<file path="config.mk">
export PLATFORM = sky130hd
export DESIGN_NAME = writeback_stage
export DESIGN_NICKNAME = d
export VERILOG_FILES = /design/src/rtl/wb_pkg.sv /design/src/rtl/writeback_stage_load_extend.sv /design/src/rtl/writeback_stage.sv
export SDC_FILE = /design/constraint.sdc
export NUM_CORES = 1
export LEC_CHECK = 0
export ABC_AREA = 1
export CAP_MARGIN = 0
export CORE_MARGIN = 8
export CORE_UTILIZATION = 30
export CTS_CLUSTER_DIAMETER = 60
export DETAILED_ROUTE_END_ITERATION = 10
export PLACE_DENSITY_LB_ADDON = 0.2
export RECOVER_POWER = 50
export SLEW_MARGIN = 20
export SYNTH_ARGS = -nofsm -noshare
export SYNTH_HDL_FRONTEND = slang
export SYNTH_SLANG_ARGS = --single-unit
</file>
<file path="constraint.sdc">
create_clock -name CLK -period 1.55 [get_ports CLK]
set_input_delay 0.2325 -clock CLK [delete_from_list [all_inputs] [get_ports CLK]]
set_output_delay 0.2325 -clock CLK [all_outputs]
set_load 0.02 [all_outputs]
</file>
<file path="src/rtl/wb_pkg.sv">
// Shared writeback-stage types and constants.
// Result source, load funct3 and forwarding select encodings.
package wb_pkg;

  typedef enum logic [1:0] {
    RES_ALU  = 2'b00,
    RES_LOAD = 2'b01,
    RES_PC4  = 2'b10
  } result_src_t;

  typedef enum logic [1:0] {
    FWD_NONE = 2'b00,
    FWD_MEM  = 2'b01,
    FWD_WB   = 2'b10
  } fwd_sel_t;

  localparam logic [2:0] F3_LB  = 3'b000;
  localparam logic [2:0] F3_LH  = 3'b001;
  localparam logic [2:0] F3_LW  = 3'b010;
  localparam logic [2:0] F3_LBU = 3'b100;
  localparam logic [2:0] F3_LHU = 3'b101;

endpackage

</file>
<file path="src/rtl/writeback_stage_load_extend.sv">
// Sub-word load extraction with sign/zero extension.
// Undefined funct3 codes return the full word.
module load_extend
  import wb_pkg::*;
(
  input  logic [2:0]  funct3,
  input  logic [1:0]  offset,
  input  logic [31:0] word,
  output logic [31:0] data
);

  logic [7:0]  byte_sel;
  logic [15:0] half_sel;

  assign byte_sel = word[{offset, 3'b000} +: 8];
  assign half_sel = offset[1] ? word[31:16] : word[15:0];

  always_comb begin
    data = word;
    case (funct3)
      F3_LB:   data = {{24{byte_sel[7]}}, byte_sel};
      F3_LBU:  data = {24'd0, byte_sel};
      F3_LH:   data = {{16{half_sel[15]}}, half_sel};
      F3_LHU:  data = {16'd0, half_sel};
      default: data = word;
    endcase
  end

endmodule

</file>
<file path="src/rtl/writeback_stage.sv">
// Writeback stage: WB register, load extension, forwarding,
// load-use detection and decode write-through bypass.
module writeback_stage
  import wb_pkg::*;
#(
  parameter int A_WIDTH = 5,
  parameter int D_WIDTH = 32
) (
  input  logic               CLK,
  input  logic               RSTn,
  input  logic               stall,
  input  logic               flush,
  input  logic               mem_valid,
  input  logic               mem_reg_write,
  input  logic [A_WIDTH-1:0] mem_rd,
  input  logic [1:0]         mem_result_src,
  input  logic [2:0]         mem_funct3,
  input  logic [D_WIDTH-1:0] mem_alu_result,
  input  logic [D_WIDTH-1:0] mem_read_data,
  input  logic [D_WIDTH-1:0] mem_pc_plus4,
  input  logic [A_WIDTH-1:0] ex_rs1,
  input  logic [A_WIDTH-1:0] ex_rs2,
  input  logic               ex_uses_rs1,
  input  logic               ex_uses_rs2,
  input  logic [A_WIDTH-1:0] dec_rs1,
  input  logic [A_WIDTH-1:0] dec_rs2,
  output logic               WE3,
  output logic [A_WIDTH-1:0] A3,
  output logic [D_WIDTH-1:0] WD3,
  output logic [1:0]         fwd_sel1,
  output logic [1:0]         fwd_sel2,
  output logic [D_WIDTH-1:0] mem_fwd_data,
  output logic               load_use_stall,
  output logic               dec_bypass1,
  output logic               dec_bypass2
);

  logic               mem_we;
  logic               mem_load;
  logic [D_WIDTH-1:0] load_data;
  logic [D_WIDTH-1:0] wb_data;
  logic               mem_hit1;
  logic               mem_hit2;
  logic               wb_hit1;
  logic               wb_hit2;

  assign mem_we   = mem_valid & mem_reg_write & (mem_rd != '0);
  assign mem_load = (mem_result_src == RES_LOAD);

  load_extend u_ext (
    .funct3 (mem_funct3),
    .offset (mem_alu_result[1:0]),
    .word   (mem_read_data),
    .data   (load_data)
  );

  assign mem_fwd_data = (mem_result_src == RES_PC4) ?
                        mem_pc_plus4 : mem_alu_result;

  always_comb begin
    case (mem_result_src)
      RES_LOAD: wb_data = load_data;
      RES_PC4:  wb_data = mem_pc_plus4;
      default:  wb_data = mem_alu_result;
    endcase
  end

  always_ff @(posedge CLK) begin
    if (!RSTn) begin
      WE3 <= 1'b0;
      A3  <= '0;
      WD3 <= '0;
    end else if (flush) begin
      WE3 <= 1'b0;
    end else if (!stall) begin
      WE3 <= mem_we;
      A3  <= mem_rd;
      WD3 <= wb_data;
    end
  end

  // Loads in MEM cannot forward; they raise load_use_stall instead.
  assign mem_hit1 = mem_we & ~mem_load & (mem_rd == ex_rs1);
  assign mem_hit2 = mem_we & ~mem_load & (mem_rd == ex_rs2);
  assign wb_hit1  = WE3 & (A3 == ex_rs1);
  assign wb_hit2  = WE3 & (A3 == ex_rs2);

  always_comb begin
    fwd_sel1 = FWD_NONE;
    if (ex_uses_rs1) begin
      if (mem_hit1)     fwd_sel1 = FWD_MEM;
      else if (wb_hit1) fwd_sel1 = FWD_WB;
    end
  end

  always_comb begin
    fwd_sel2 = FWD_NONE;
    if (ex_uses_rs2) begin
      if (mem_hit2)     fwd_sel2 = FWD_MEM;
      else if (wb_hit2) fwd_sel2 = FWD_WB;
    end
  end

  assign load_use_stall = mem_we & mem_load &
                          ((ex_uses_rs1 & (mem_rd == ex_rs1)) |
                           (ex_uses_rs2 & (mem_rd == ex_rs2)));

  assign dec_bypass1 = WE3 & (A3 == dec_rs1);
  assign dec_bypass2 = WE3 & (A3 == dec_rs2);

endmodule

</file>
==> results of run 1 <==
-- where the power goes --
group	internal, mW	leakage (nW)	switching, mW
registers	1.04	0.314	0.0417
clock network	0.795	0.0829	0.418
logic	0.964	3.01	0.938
-- what timing repair did --
| action | in CTS | in global routing |
|---|---|---|
| endpoints found under the hold margin | 0 | 0 |
| resized for setup | 292 | 76 |
| gates cloned | 2 | 2 |
| setup endpoints to repair | 75 | 64 |
| pin swaps | 19 | 18 |
| setup buffers | 4 | 7 |
-- registers in the layout (all words and copies together) (netlist names) --
| name | flops |
|---|---|
| A3 | 5 |
| WD3 | 32 |
| WE3 | 1 |
-- final timing paths --
kind                   from     endpoint  slack (ns)  depth (start not counted)
setup / recovery      A3[4]  dec_bypass1       -0.07                          4
hold reg to reg     WD3[11]      WD3[11]        0.46                          2
setup reg to reg        WE3          WE3        0.58                          4
hold / removal    mem_rd[2]        A3[2]        0.24                          3
-- cell usage in the layout, fill, tap and decap left out, drive strengths merged --
master / Yosys / layout
nand3: 26 / 26
a211oi: 3 / 3
nor3: 2 / 2
clkbuf: 20 / 17
bufinv: 0 / 1
ha: 2 / 2
a31oi: 2 / 2
bufbuf: 0 / 1
or2: 2 / 2
dfxtp: 38 / 38
dlygate4sd2: 0 / 10
inv: 82 / 82
xor2: 10 / 10
clkdlybuf4s15: 0 / 3
nor4: 2 / 2
o21ai: 54 / 54
a21oi: 119 / 119
o21a: 1 / 1
nand4: 7 / 7
xnor2: 3 / 3
nand2: 209 / 210
dlymetal6s2s: 0 / 6
o211ai: 1 / 1
clkdlybuf4s50: 0 / 140
o22ai: 8 / 8
buf: 20 / 178
nor2: 48 / 48
nand3b: 1 / 1
-- cell families after synthesis --
kind of cell | after synthesis | synth area share
compound gates | 188 | 0.271
xor+xnor | 13 | 0.0320
fa+ha+maj | 2 | 0.00702
buf+inv | 122 | 0.136
flops | 38 | 0.214
simple gates | 297 | 0.341
-- layout make-up --
cell class | count | area share
Timing Repair Buffer | 349 | 0.444
Multi-Input combinational cell | 501 | 0.354
Sequential cell | 38 | 0.109
Inverter | 82 | 0.0440
Tap cell | 147 | 0.0259
Clock buffer | 6 | 0.0195
Clock inverter | 1 | 0.00422
-- worst min-delay path, delay by kind of cell --
kind,cells,cell delay [ns]
buf+inv,1,0.12
simple gates,2,0.14
-- routing by layer --
metal,global-route usage,wire length (um),vias up
met5,0,0,-
met4,0.0580,343,0
met3,0.0659,1450,26
met2,0.399,8930,195
met1,0.240,7330,2484
li1,-,-,2767
-- metrics by stage --
stage	utilization	setup TNS, ns	power (mW)
2_1_floorplan	-	0	1.87
3_3_place_gp	0.568	-37.21	2.90
3_5_place_dp	0.568	-39.00	2.92
4_1_cts	0.585	-0.196	4.13
5_1_grt	0.602	-0.391	4.41
6_report	0.602	-0.105	4.19
==> metrics.yaml, run 1 <==
rows: 40
avgSynthCellArea_sq_um: 5.40
yosysMostFrequentCell: "nand2_1"
placed_cell_area_sq_um: 6710
crit_path_end_kind: "primary output"
syn_inst: 660
relSlewSlack: 0.777
path_buf_inv: 2
critical_path_class: "flop to primary output"
dr.pass1.iters: 5
violations: "negative setup slack"
leakage_nw: 3.41
clock_skew_ns: 0
design_area_sq_um: 7110
synth_top_area_frac: 0.218
drive_gt1_frac: 0.268
post-place-ws_ns: -0.802
die_width_um: 125
postRouteWirelength_um: 18100
synth_seq_area_share: 0.214
drt_iter0_drc: 309
required_ns: 1.32
startpoint_type: "flop"
power_density_nw_per_um2: 590
nNetsFinal: 1113
min_path_type: "input port to flop"
max_freq_mhz: 617
cts_hold_buf: 0
grt_pass1_vias: 5530
grt_pass1_wl_um: 28200
path_max_fanout: 5
syn_nets: 796
cts_tree: "yes"
cp.arrival_ns: 1.39
synth_commonest_cells: "207 x nand2_1, 119 x a21oi_1, 77 x inv_1, 54 x o21ai_0, 45 x nor2_1"
rsz0062_at_grt: "yes"
synth_ff_type: "dfxtp_1"
seqCellArea_sq_um: 774
drc_errors: 0
cts_sinks: 38
synth_top_cell_by_area: "nand2_1"
peakVddDrop_v: 0.000440
antenna_found_initial: 0
via_per_inst: 4.87
portBuffers: 210
drv_slew: 0
num_io_pins: 211
antenna_cells_inserted: 0
clk_pin_slew_ns: 0.06
setup_slack_ns: -0.0706
syn_area_sq_um: 3560
min_period_ns: 1.62
grt_max_degree: 36
outcome: "finished with violations"
gr-usage-all-layers: 0.219
die-area_sq_um: 15600
area_delta_synth_final_pct: 99.6
hold_viol: 0
synth_cell_types: 29
cts_root_buf: "clkbuf_16"
final_cells: 1124
clk_latency_ns: 0.29
worstMarginPinSlew_ns: 0.334
cts_buffer_depth: 2
grt-ovfl-total: 0
finalSetupViolCount: 4
num_vias: 5472
crit_chain: "buf_6, xor2_1, nor4_2, buf_4"
synth.area.top_cells: "nand2_1 22%, dfxtp_1 21%, a21oi_1 17%"
critical-path-top-delay-family: "flip-flops"
async_reset_ff_frac: 0
numPlacedInstances: 1104
fillers: 1194
cp_slowest_cell: "dfxtp_2"
multi_input_comb_area_sq_um: 2510
wl_per_cell_um: 16.1
finalCritPeriodShare: 1.05
routabilityCongestion: 0.930
initial_utilization: 0.302
cap_viol_max_count: 0
antenna_left: 0
hpwlAfterDp_um: 13900
cts_buffers: 5
ys_warn_count: 0
coreArea_sq_um: 11800
die_h_um: 125
timing.hold.ws_ns: 0.237
synth_edf_count: 0
htreeDepth: 2
max_stage_delay_ns: 0.33
ys_ff_latch: 38
Note: power is estimated with default switching activity, not from simulation.
==> run 2, diff against run 1 <==
--- a/config.mk
+++ b/config.mk
@@ -8,9 +8,10 @@
 export ABC_AREA = 1
 export CAP_MARGIN = 0
 export CORE_MARGIN = 8
-export CORE_UTILIZATION = 30
+export CORE_UTILIZATION = 35
 export CTS_CLUSTER_DIAMETER = 60
 export DETAILED_ROUTE_END_ITERATION = 10
+export GPL_TIMING_DRIVEN = 0
 export PLACE_DENSITY_LB_ADDON = 0.2
 export RECOVER_POWER = 50
 export SLEW_MARGIN = 20
==> metrics.yaml, run 2 (synthesized netlist as in run 1, its figures left out) <==
gr-usage-all-layers: 0.258  # was 0.219
hold_viol: 0  # unchanged
grt_max_degree: 13  # was 36
cts_root_buf: "clkbuf_8"  # was clkbuf_16
rsz0062_at_grt: "yes"  # unchanged
max_freq_mhz: 608  # was 617 MHz
cts_buffers: 5  # unchanged
top_register: "WD3"  # unchanged
crit_chain: "buf_4, xor2_1, nor4_2, buf_4"  # was buf_6, xor2_1, nor4_2, buf_4
final_cells: 1036  # was 1124
cts_buffer_depth: 2  # unchanged
hpwlAfterDp_um: 14400  # was 13900 um
fin_util: 0.624  # was 0.602
clock_skew_ns: 0  # unchanged
crit_path_end_kind: "primary output"  # unchanged
dr.pass1.iters: 5  # unchanged
relSlewSlack: 0.595  # was 0.777
fillers: 1081  # was 1194
path_max_fanout: 3  # was 5
antenna_left: 0  # unchanged
layout_commonest_cell: "nand2_1"  # unchanged
cap_viol_max_count: 0  # unchanged
pwr-share-comb: 0.484  # was 0.454
grt_pass1_vias: 5476  # was 5530
net-switching-power_mw: 1.40  # about the same
wl_per_cell_um: 18.0  # was 16.1 um
grt-ovfl-total: 0  # unchanged
die-area_sq_um: 13700  # was 15600 sq um
p_int_mw: 2.19  # was 2.79 mW
min_period_ns: 1.64  # was 1.62 ns
cts_tree: "yes"  # unchanged
nNetsFinal: 1034  # was 1113
required_ns: 1.32  # about the same
worstMarginPinSlew_ns: 0.608  # was 0.334 ns
initial_utilization: 0.353  # was 0.302
pwr-share-clk: 0.217  # was 0.289
num_vias: 5367  # was 5472
num_io_pins: 211  # unchanged
cp_common_cell: "buf_4"
postRouteWirelength_um: 18600  # was 18100 um
peakVddDrop_v: 0.000349  # was 0.000440 V
clk_pin_slew_ns: 0.07  # was 0.06 ns
critical-path-top-delay-family: "flip-flops"  # unchanged
leakage_nw: 2.87  # was 3.41 nW
drv_slew: 0  # unchanged
antenna_found_initial: 2  # was 0
die_h_um: 117  # was 125 um
coreArea_sq_um: 10100  # was 11800 sq um
setup_slack_ns: -0.0936  # was -0.0706 ns
final_cell_mix: "199 x nand2_1, 138 x clkdlybuf4s50_1, 115 x a21oi_1, 66 x inv_1, 38 x buf_4"  # was 201 x nand2_1, 140 x clkdlybuf4s50_1, 133 x buf_4, 116 x a21oi_1, 65 x inv_1
cts_sinks: 38  # unchanged
clk_latency_ns: 0.29  # about the same
cp.arrival_ns: 1.41  # was 1.39 ns
violations: "negative setup slack"  # unchanged
largest_register_ffs: 32  # unchanged
startpoint_type: "flop"  # unchanged
via_per_inst: 5.18  # was 4.87
path_buf_inv: 2  # unchanged
swShare: 0.389  # was 0.333
min_path_type: "input port to flop"  # unchanged
outcome: "finished with violations"  # unchanged
drive_gt1_frac: 0.195  # was 0.268
htreeDepth: 2  # unchanged
max_stage_delay_ns: 0.36  # was 0.33 ns
power_density_nw_per_um2: 570  # was 590 nW/um^2
numPlacedInstances: 1005  # was 1104
critical_path_class: "flop to primary output"  # unchanged
drt_iter0_drc: 310  # was 309
cp_slowest_cell: "dfxtp_4"  # was dfxtp_2
rows: 37  # was 40
finalCritPeriodShare: 1.06  # was 1.05
routabilityCongestion: 0.940  # was 0.930
timing.hold.ws_ns: 0.237  # about the same
area_delta_synth_final_pct: 76.9  # was 99.6%
grt_pass1_wl_um: 27400  # was 28200 um
portBuffers: 209  # was 210
die_width_um: 117  # was 125 um
p_seq_frac: 0.299  # was 0.257
p_total_mw: 3.59  # was 4.19 mW
finalSetupViolCount: 11  # was 4
top_regs: "WD3 x32, A3 x5, WE3 x1"  # unchanged
cts_hold_buf: 0  # unchanged
drc_errors: 0  # unchanged
## run 2: cell types whose count changed in the layout (fill, tap and decap cells not counted), sizes merged, moves of 3 or more
cell | previous run | this run
buf | 178 | 73
clkbuf | 17 | 48
clkdlybuf4s15 | 3 | 6
dlygate4sd2 | 10 | 7
dlymetal6s2s | 6 | 3
## run 2: path summary, 6_finish.rpt
| path | from | endpoint | slack (ns) | cells after the start |
|---|---|---|---|---|
| hold reg to reg | WD3[21] | WD3[21] | 0.47 | 2 |
| setup reg to reg | WE3 | WE3 | 0.62 | 3 |
| hold / removal | mem_rd[0] | A3[0] | 0.24 | 3 |
| setup / recovery | A3[4] | dec_bypass1 | -0.09 | 4 |
## run 2: power by group through the flow
stage / combinational (mW) / clock, mW / sequential [mW]
after global placement: 1.60 / 0 / 1.09
final: 1.74 / 0.779 / 1.07
after CTS: 1.63 / 0.775 / 1.07
after global routing: 1.88 / 0.822 / 1.08
after floorplan: 0.706 / 0 / 1.16
after detailed placement: 1.62 / 0 / 1.09
## run 2: timing repair
action / 4_1_cts / 5_1_grt
resized for setup: 297 / 104
pin swaps: 17 / 16
setup endpoints to repair: 78 / 73
gates cloned: 2 / 4
setup buffers: 11 / 8
## run 2: area by class of cell
| type | instances | area, sq um | area share |
|---|---|---|---|
| clock buffers | 6 | 82.6 | 0.0131 |
| well taps | 136 | 170 | 0.0270 |
| plain buffers | 37 | 272 | 0.0431 |
| multi-input cells | 500 | 2500 | 0.397 |
| diodes | 1 | 2.50 | 0.000397 |
| clock inverters | 2 | 12.5 | 0.00199 |
| flip-flops and latches | 38 | 769 | 0.122 |
| inverters | 82 | 315 | 0.0500 |
| repair buffers | 234 | 2180 | 0.345 |
## run 2: layer usage
layer,global-route usage,routed length (um),vias to the layer above
met5,0,13,-
met4,0.0879,341,2
met3,0.0785,1650,32
met2,0.468,9490,243
met1,0.277,7140,2473
li1,-,-,2617
## run 2: tightest hold or removal path: stages
cell and delay (ns):
clkbuf_2 0.12, inv_2 0.09, a21oi_1 0.06
## run 2: through the flow
step	worst slack, ns	instance area, sq um	TNS, ns
after global placement	-1.31	5860	-64.69
after CTS	-0.0927	6060	-0.303
after global routing	-0.177	6300	-2.77
after floorplan	0.0258	3590	0
final	-0.0936	6300	-0.351
after detailed placement	-1.36	5860	-69.08
==> run 3, diff against run 2 <==
--- a/config.mk
+++ b/config.mk
@@ -13,7 +13,7 @@
 export DETAILED_ROUTE_END_ITERATION = 10
 export GPL_TIMING_DRIVEN = 0
 export PLACE_DENSITY_LB_ADDON = 0.2
-export RECOVER_POWER = 50
+export RECOVER_POWER = 25
 export SLEW_MARGIN = 20
 export SYNTH_ARGS = -nofsm -noshare
 export SYNTH_HDL_FRONTEND = slang
==> metrics.yaml, run 3 (synthesized netlist as in run 1, its figures left out) <==
die_h_um: 117  # unchanged
coreArea_sq_um: 10100  # unchanged
max_stage_delay_ns: 0.36  # about the same
crit_cells: 4  # unchanged
worstMarginPinSlew_ns: 0.605  # was 0.608 ns
portBuffers: 209  # unchanged
startpoint_type: "flop"  # unchanged
gr-usage-all-layers: 0.258  # unchanged
cts_sinks: 38  # unchanged
rsz0062_at_grt: "yes"  # unchanged
grt_max_degree: 13  # unchanged
largest_register_ffs: 32  # unchanged
num_vias: 5349  # was 5367
die-area_sq_um: 13700  # unchanged
leakage_nw: 2.87  # about the same
area_delta_synth_final_pct: 77.3  # was 76.9%
timing.critical_path.to: "dec_bypass1"  # unchanged
post-place-ws_ns: -1.36  # unchanged
drc_errors: 0  # unchanged
dr.pass1.iters: 5  # unchanged
drive_gt1_frac: 0.195  # unchanged
rrSetupSlack_ns: 0.61  # was 0.62 ns
peakVddDrop_v: 0.000348  # was 0.000349 V
final_cell_mix: "199 x nand2_1, 138 x clkdlybuf4s50_1, 115 x a21oi_1, 66 x inv_1, 39 x buf_4"  # was 199 x nand2_1, 138 x clkdlybuf4s50_1, 115 x a21oi_1, 66 x inv_1, 38 x buf_4
fillers: 1077  # was 1081
cts_root_buf: "clkbuf_8"  # unchanged
via_per_inst: 5.16  # was 5.18
die_width_um: 117  # unchanged
crit-reg2reg-launch: "WE3"  # unchanged
antenna_found_initial: 2  # unchanged
critical_path_class: "flop to primary output"  # unchanged
top_register: "WD3"  # unchanged
antenna_left: 0  # unchanged
r2r_end: "WE3"  # unchanged
crit_path_start: "A3[4]"  # unchanged
grt-ovfl-total: 0  # unchanged
min_path_type: "input port to flop"  # unchanged
num_io_pins: 211  # unchanged
cap_viol_max_count: 0  # unchanged
drt_iter0_drc: 319  # was 310
placed_cell_area_sq_um: 5860  # unchanged
crit_path_end_kind: "primary output"  # unchanged
cts_buffers: 5  # unchanged
grt_pass1_vias: 5476  # unchanged
initial_utilization: 0.353  # unchanged
relSlewSlack: 0.597  # was 0.595
clk_pin_slew_ns: 0.07  # about the same
finalSetupViolCount: 8  # was 11
hpwlAfterDp_um: 14400  # unchanged
routabilityCongestion: 0.940  # unchanged
reg2regPathDepth: 3  # unchanged
crit_chain: "buf_4, xor2_1, nor4_2, buf_4"  # unchanged
postRouteWirelength_um: 18600  # about the same
cp_slowest_cell: "dfxtp_4"  # unchanged
layout_commonest_cell: "nand2_1"  # unchanged
outcome: "finished with violations"  # unchanged
hold_depth: 3  # unchanged
path_max_fanout: 3  # unchanged
nNetsFinal: 1034  # unchanged
top_regs: "WD3 x32, A3 x5, WE3 x1"  # unchanged
clock_skew_ns: 0  # unchanged
max_freq_mhz: 608  # about the same
critical-path-top-delay-family: "flip-flops"  # unchanged
htreeDepth: 2  # unchanged
rows: 37  # unchanged
setup_slack_ns: -0.0942  # was -0.0936 ns
required_ns: 1.32  # about the same
clk_latency_ns: 0.29  # about the same
violations: "negative setup slack"  # unchanged
wl_per_cell_um: 18.0  # about the same
drv_slew: 0  # unchanged
finalCritPeriodShare: 1.06  # about the same
grt_pass1_wl_um: 27400  # unchanged
path_buf_inv: 2  # unchanged
cts_tree: "yes"  # unchanged
cts_buffer_depth: 2  # unchanged
cp.arrival_ns: 1.41  # about the same
power_density_nw_per_um2: 569  # was 570 nW/um^2
hold_viol: 0  # unchanged
cp_common_cell: "buf_4"  # unchanged
design_area_sq_um: 6310  # was 6300 sq um
min_period_ns: 1.64  # about the same
## run 3: changes by cell type in the layout (fill, tap and decap cells not counted)
cell / delta
buf_12: +1
buf_2: +4
clkbuf_2: -5
buf_8: +1
buf_6: -2
buf_4: +1
## run 3: routing by layer
metal	wire (um)	track usage	vias to the layer above
met4	338	0.0879	2
met3	1600	0.0785	30
met5	13	0	-
met1	7220	0.277	2473
li1	-	-	2615
met2	9470	0.468	229
## run 3: final cells by class
class	count	area, sq um	area share
diodes	1	2.50	0.000396
plain buffers	37	284	0.0450
clock buffers	6	82.6	0.0131
clock inverters	2	12.5	0.00198
inverters	82	315	0.0499
multi-input cells	500	2500	0.396
flip-flops and latches	38	769	0.122
well taps	136	170	0.0269
repair buffers	234	2180	0.345
## run 3: worst min path at each step
stage | startpoint | endpoint
after detailed placement | WD3[21] | WD3[21]
final | mem_rd[0] | A3[0]
after floorplan | stall | WE3
after CTS | mem_rd[2] | A3[2]
after global placement | WD3[16] | WD3[16]
after global routing | mem_rd[0] | A3[0]
## run 3: power breakdown
part / switching (mW) / internal, mW / total, mW
registers: 0.0395 / 1.04 / 1.08
clock network: 0.415 / 0.359 / 0.774
logic: 0.938 / 0.804 / 1.74
## run 3: stage by stage
stage / instances / power, mW / utilization / hold WS, ns / setup TNS (ns)
final: 1036 / 3.59 / 0.626 / 0.238 / -0.296
after global routing: 1036 / 3.79 / 0.626 / 0.236 / -1.98
after CTS: 1026 / 3.48 / 0.601 / 0.249 / -0.303
after detailed placement: 1005 / 2.71 / 0.580 / 0.455 / -69.08
after global placement: 1005 / 2.69 / 0.580 / 0.452 / -64.69
after floorplan: 660 / 1.87 / - / 0.356 / 0
## run 3: what timing repair did
action                                  CTS  global route
resized for setup                       297           104
gates cloned                              2             4
endpoints found under the setup margin   78            73
pin swaps                                17            16
buffers inserted                         11             8
hold buffers                              0             0
## run 3: tightest hold or removal path: cells and delay by family
| family | cells | cell delay (ns) |
|---|---|---|
| AO/OA/AOI/OAI | 1 | 0.06 |
| buffers and inverters | 2 | 0.21 |
==> variant 1: new RTL, settings of run 1 <==
Change the parameter `A_WIDTH` from 5 to 7.
--- a/src/rtl/writeback_stage.sv
+++ b/src/rtl/writeback_stage.sv
@@ -4,5 +4,5 @@
   import wb_pkg::*;
 #(
-  parameter int A_WIDTH = 5,
+  parameter int A_WIDTH = 7,
   parameter int D_WIDTH = 32
 ) (
Ports: changed (6 resized); port bits go from 211 to 223. No check against the original RTL was run, so the function may have changed too.
==> variant 1 against run 1 <==
The flow still finishes with violations (negative setup slack). Register-to-register slack improved by 0.13 ns. First-iteration DRC count rose by 69%. Critical path depth rose by 3. Cell area rose by 6.0%. Synthesized area rose by 8.4%. Sequential cell count rose by 2. Routed wire length rose by 3.7%. Maximum frequency fell by 3.6%. Critical endpoint is now fwd_sel1[1]. Via count rose by 5.0%. Power rose by 4.9%. Worst setup slack got worse by 0.060 ns. Highest routed layer unchanged. Non-clock buffer count rose by 18.
==> variant 1: results (changes against run 1) <==
placed cell area 0.00720 sq mm (was 0.00671 sq mm); setup_tns -0.504 ns (was -0.105 ns); Critical Path Sink fwd_sel1[1] (was dec_bypass1); GR Util met3 7.48% (was 6.59%); Layout clock buffers 7 (was 6); sequential share of cell area 10.8% (was 10.9%); met2 Use GR 36.6% (was 39.9%); routability cong. 0.971 (was 0.930); DP HPWL 14500 um (was 13900 um); Synth cell types 32 (was 29); CP arrival 1.45 ns (was 1.39 ns); FF+latch count, synth 40 (was 38); share of cells above drive strength 1 28.0% (was 26.8%); crit path from A3[1]$_SDFFE_PN0P_ (was A3[4]$_SDFFE_PN0P_); worst reg2reg startpoint A3[2]$_SDFFE_PN0P_ (was WE3$_SDFFE_PP0N_); Syn Nets 840 (was 796); P_leak 3.57 nW (was 3.41 nW); router iterations before antenna repair 7 (was 5); Compound-Gate Fraction of Synth Area 27.4% (was 27.1%); worst slack at placement -0.829 ns (was -0.802 ns); met2 wire len 8790 um (was 8930 um); total track usage 21.3% (was 21.9%); wl on met1 7650 um (was 7330 um); initial antenna violation count 2 (was 0); Port Buffer Count 222 (was 210); Reg-to-Reg End A3[2]$_SDFFE_PN0P_ (was WE3$_SDFFE_PP0N_); non-clk buf share 42.9% (was 44.4%); Reg2Reg Setup Slack 0.71 ns (was 0.58 ns); Setup WS post-layout -0.131 ns (was -0.0706 ns); global-route wire length before repair 28600 um (was 28200 um); endpoints failing setup 6 (was 4); failing checks negative setup slack (unchanged); crit-path max FO 4 (was 5); Nets 1175 (was 1113); status complete, but fails checks (unchanged); Inserted Diodes 2 (was 0); Non-clock buffers 367 (was 349); ranking of synthesized cells by area dfxtp_1 (21%), nand2_1 (20%), a21oi_1 (15%) (was nand2_1 (22%), dfxtp_1 (21%), a21oi_1 (17%)); worst r2r path cells 3 (was 4); pin count of the biggest net entering global routing 40 (was 36); register area share after synthesis 20.7% (was 21.4%); Worst path top cell family by delay simple AND/OR/NAND/NOR gates (was flip-flops)
variant 1: cell count changes after synthesis, sizes merged, moves of 3 or more:
cell           run 1  this run
inv               82        85
a21oi            119       125
nand2            209       223
xnor2              3        12
o22ai              8         4
nand4              7         4
nor2              48        53
clkbuf            20        28
o21ai             54        59
nor3               2         5
buf               20        11
o211ai             1         7
nand3             26        16
variant 1: how the worst min path moves through the flow:
stage / startpoint / to / slack (ns)
2_1_floorplan: RSTn / A3[0]$_SDFFE_PN0P_ / 0.37
3_3_place_gp: WD3[1]$_SDFFE_PN0P_ / WD3[1]$_SDFFE_PN0P_ / 0.45
3_5_place_dp: WD3[15]$_SDFFE_PN0P_ / WD3[15]$_SDFFE_PN0P_ / 0.46
4_1_cts: mem_rd[4] / A3[4]$_SDFFE_PN0P_ / 0.34
5_1_grt: mem_rd[5] / A3[5]$_SDFFE_PN0P_ / 0.31
6_report: mem_rd[5] / A3[5]$_SDFFE_PN0P_ / 0.31
variant 1: power by group:
| group | internal [mW] | total (mW) | leakage (nW) | switching (mW) |
|---|---|---|---|---|
| logic | 0.998 | 1.98 | 3.15 | 0.982 |
| registers | 1.09 | 1.14 | 0.331 | 0.0444 |
| clock network | 0.849 | 1.28 | 0.0901 | 0.435 |
variant 1: worst reg2reg max path, delay by kind of cell (launching register included):
kind	cells	cell delay, ns
flip-flops	1	0.36
buffers and inverters	1	0.15
AO/OA/AOI/OAI	2	0.21
variant 1: through the flow:
stage | util [%] | std cells
after floorplan | - | 694
after global placement | 57.0 | 1180
after detailed placement | 57.0 | 1180
after CTS | 59.1 | 1197
after global routing | 59.7 | 1204
final | 59.7 | 1204
variant 1: what timing repair did:
action	CTS	global route
endpoints found under the setup margin	79	67
gates cloned	2	2
buffers inserted	7	3
gates resized for setup	305	94
pin swaps	22	31
endpoints found under the hold margin	0	0
==> variant 2: new RTL, flow settings as in run 1 <==
Without the edit above. Reset style: asynchronous (`RSTn`), changed in one clocked block.
--- a/src/rtl/writeback_stage.sv
+++ b/src/rtl/writeback_stage.sv
@@ -66,5 +66,5 @@
   end
 
-  always_ff @(posedge CLK) begin
+  always_ff @(posedge CLK or negedge RSTn) begin
     if (!RSTn) begin
       WE3 <= 1'b0;
Formal check against the unedited RTL: differs if RSTn is asserted again (counterexample within 4 cycles, from zero or initial values and one cycle with RSTn low); with RSTn held inactive, the same outputs for 10 cycles.
==> variant 2 against run 1 <==
The run still ends with negative setup slack left. Cell area shrank 1.5%. Die area grew 1.8%. Synthesized area grew 2.0%. Worst setup slack lost 0.038 ns. Sequential cell count is the same. Clock skew is the same. Routed wire length grew 0.32%. Power grew 19%. Largest cell class unchanged.
==> variant 2: results (changes against run 1) <==
fill count 1171 (was 1194); Critical Path Sink dec_bypass2 (was dec_bypass1); Slowest-stage cell, CP dfrtp_1 (was dfxtp_2); met2 Use GR 37.9% (was 39.9%); GRT met1 Usage 23.0% (was 24.0%); GR Util met3 6.79% (was 6.59%); met3 WL post-DR 1650 um (was 1450 um); final hold slack 0.245 ns (was 0.237 ns); worst slack at placement -0.847 ns (was -0.802 ns); share of cells above drive strength 1 22.8% (was 26.8%); crit-path max FO 3 (was 5); setup_tns -0.749 ns (was -0.105 ns); status complete, but fails checks (unchanged); Reg-to-Reg End WE3$_DFFE_PN0P_ (was WE3$_SDFFE_PP0N_); placed cell area 0.00661 sq mm (was 0.00671 sq mm); Reg2Reg Setup Slack 0.56 ns (was 0.58 ns); crit path from A3[4]$_DFFE_PN0P_ (was A3[4]$_SDFFE_PN0P_); worst hold endpoint A3[3]$_DFFE_PN0P_ (was A3[2]$_SDFFE_PN0P_); Compound-Gate Fraction of Synth Area 21.6% (was 27.1%); worst reg2reg startpoint WE3$_DFFE_PN0P_ (was WE3$_SDFFE_PP0N_); global-route wire length before repair 27500 um (was 28200 um); Worst path max stage delay 0.40 ns (was 0.33 ns); Setup WS post-layout -0.109 ns (was -0.0706 ns); multi-input logic area 0.00247 sq mm (was 0.00251 sq mm); wire per inst 16.5 um (was 16.1 um); register area share after synthesis 26.2% (was 21.4%); Nets 1084 (was 1113); Synth Area in Adders 0.688% (was 0.702%); uppermost layer routed met5 (was met4); worst min path class in -> reg (unchanged); pin count of the biggest net entering global routing 34 (was 36); total track usage 21.2% (was 21.9%); met2 wire len 8840 um (was 8930 um); CP arrival 1.43 ns (was 1.39 ns); endpoints failing setup 17 (was 4); P_leak 3.53 nW (was 3.41 nW); failing checks negative setup slack (unchanged); vias in the first global route 5589 (was 5530); Peak VDD IR 0.000421 V (was 0.000440 V); ranking of synthesized cells by area dfrtp_1 (26%), nand2_1 (26%), a21oi_1 (11%) (was nand2_1 (22%), dfxtp_1 (21%), a21oi_1 (17%)); Vias/cell 4.96 (was 4.87); Worst Hold Launch mem_rd[3] (was mem_rd[2]); Mapped Cells 652 (was 660); Syn Nets 788 (was 796); xor and xnor fraction of the mapped netlist area 2.89% (was 3.20%); Worst-Margin Slew 0.520 ns (was 0.334 ns); FFs w/ async S/R, synth 100% (was 0%); Main synth FF type dfrtp_1 (was dfxtp_1); initial antenna violation count 1 (was 0); synth cell count leaders nand2_1 (251), a21oi_1 (82), inv_1 (65) (was nand2_1 (207), a21oi_1 (119), inv_1 (77)); share of the synthesized area in the top cell type 26.2% (was 21.8%); Routed WL 18100 um (about the same)
-- variant 2: cell types whose count changed after synthesis, sizes merged, moves of 3 or more --
cell / change
nand2: +45
dfrtp: +38
dfxtp: -38
a21oi: -37
nor2: +15
inv: -14
buf: -11
nand3: -9
clkbuf: +6
nand4: -3
-- variant 2: what timing repair did --
item,in CTS,in global routing
endpoints found under the setup margin,72,35
cloned,2,5
resized for setup,281,66
setup buffers,1,4
hold buffers,1,0
endpoints found under the hold margin,18,0
pin swaps,9,13
-- variant 2: where the power goes --
group / internal [mW] / switching (mW)
Clock: 0.967 / 0.423
Combinational: 1.13 / 1.21
Sequential: 1.15 / 0.100
-- variant 2: final cells by class --
type / count / area share [%]
multi-input combinational: 511 / 35.3
inverter: 68 / 3.75
clock buffer: 6 / 1.98
sequential: 38 / 13.6
tap: 147 / 2.63
timing repair buffer: 324 / 41.9
clock inverter: 2 / 0.857
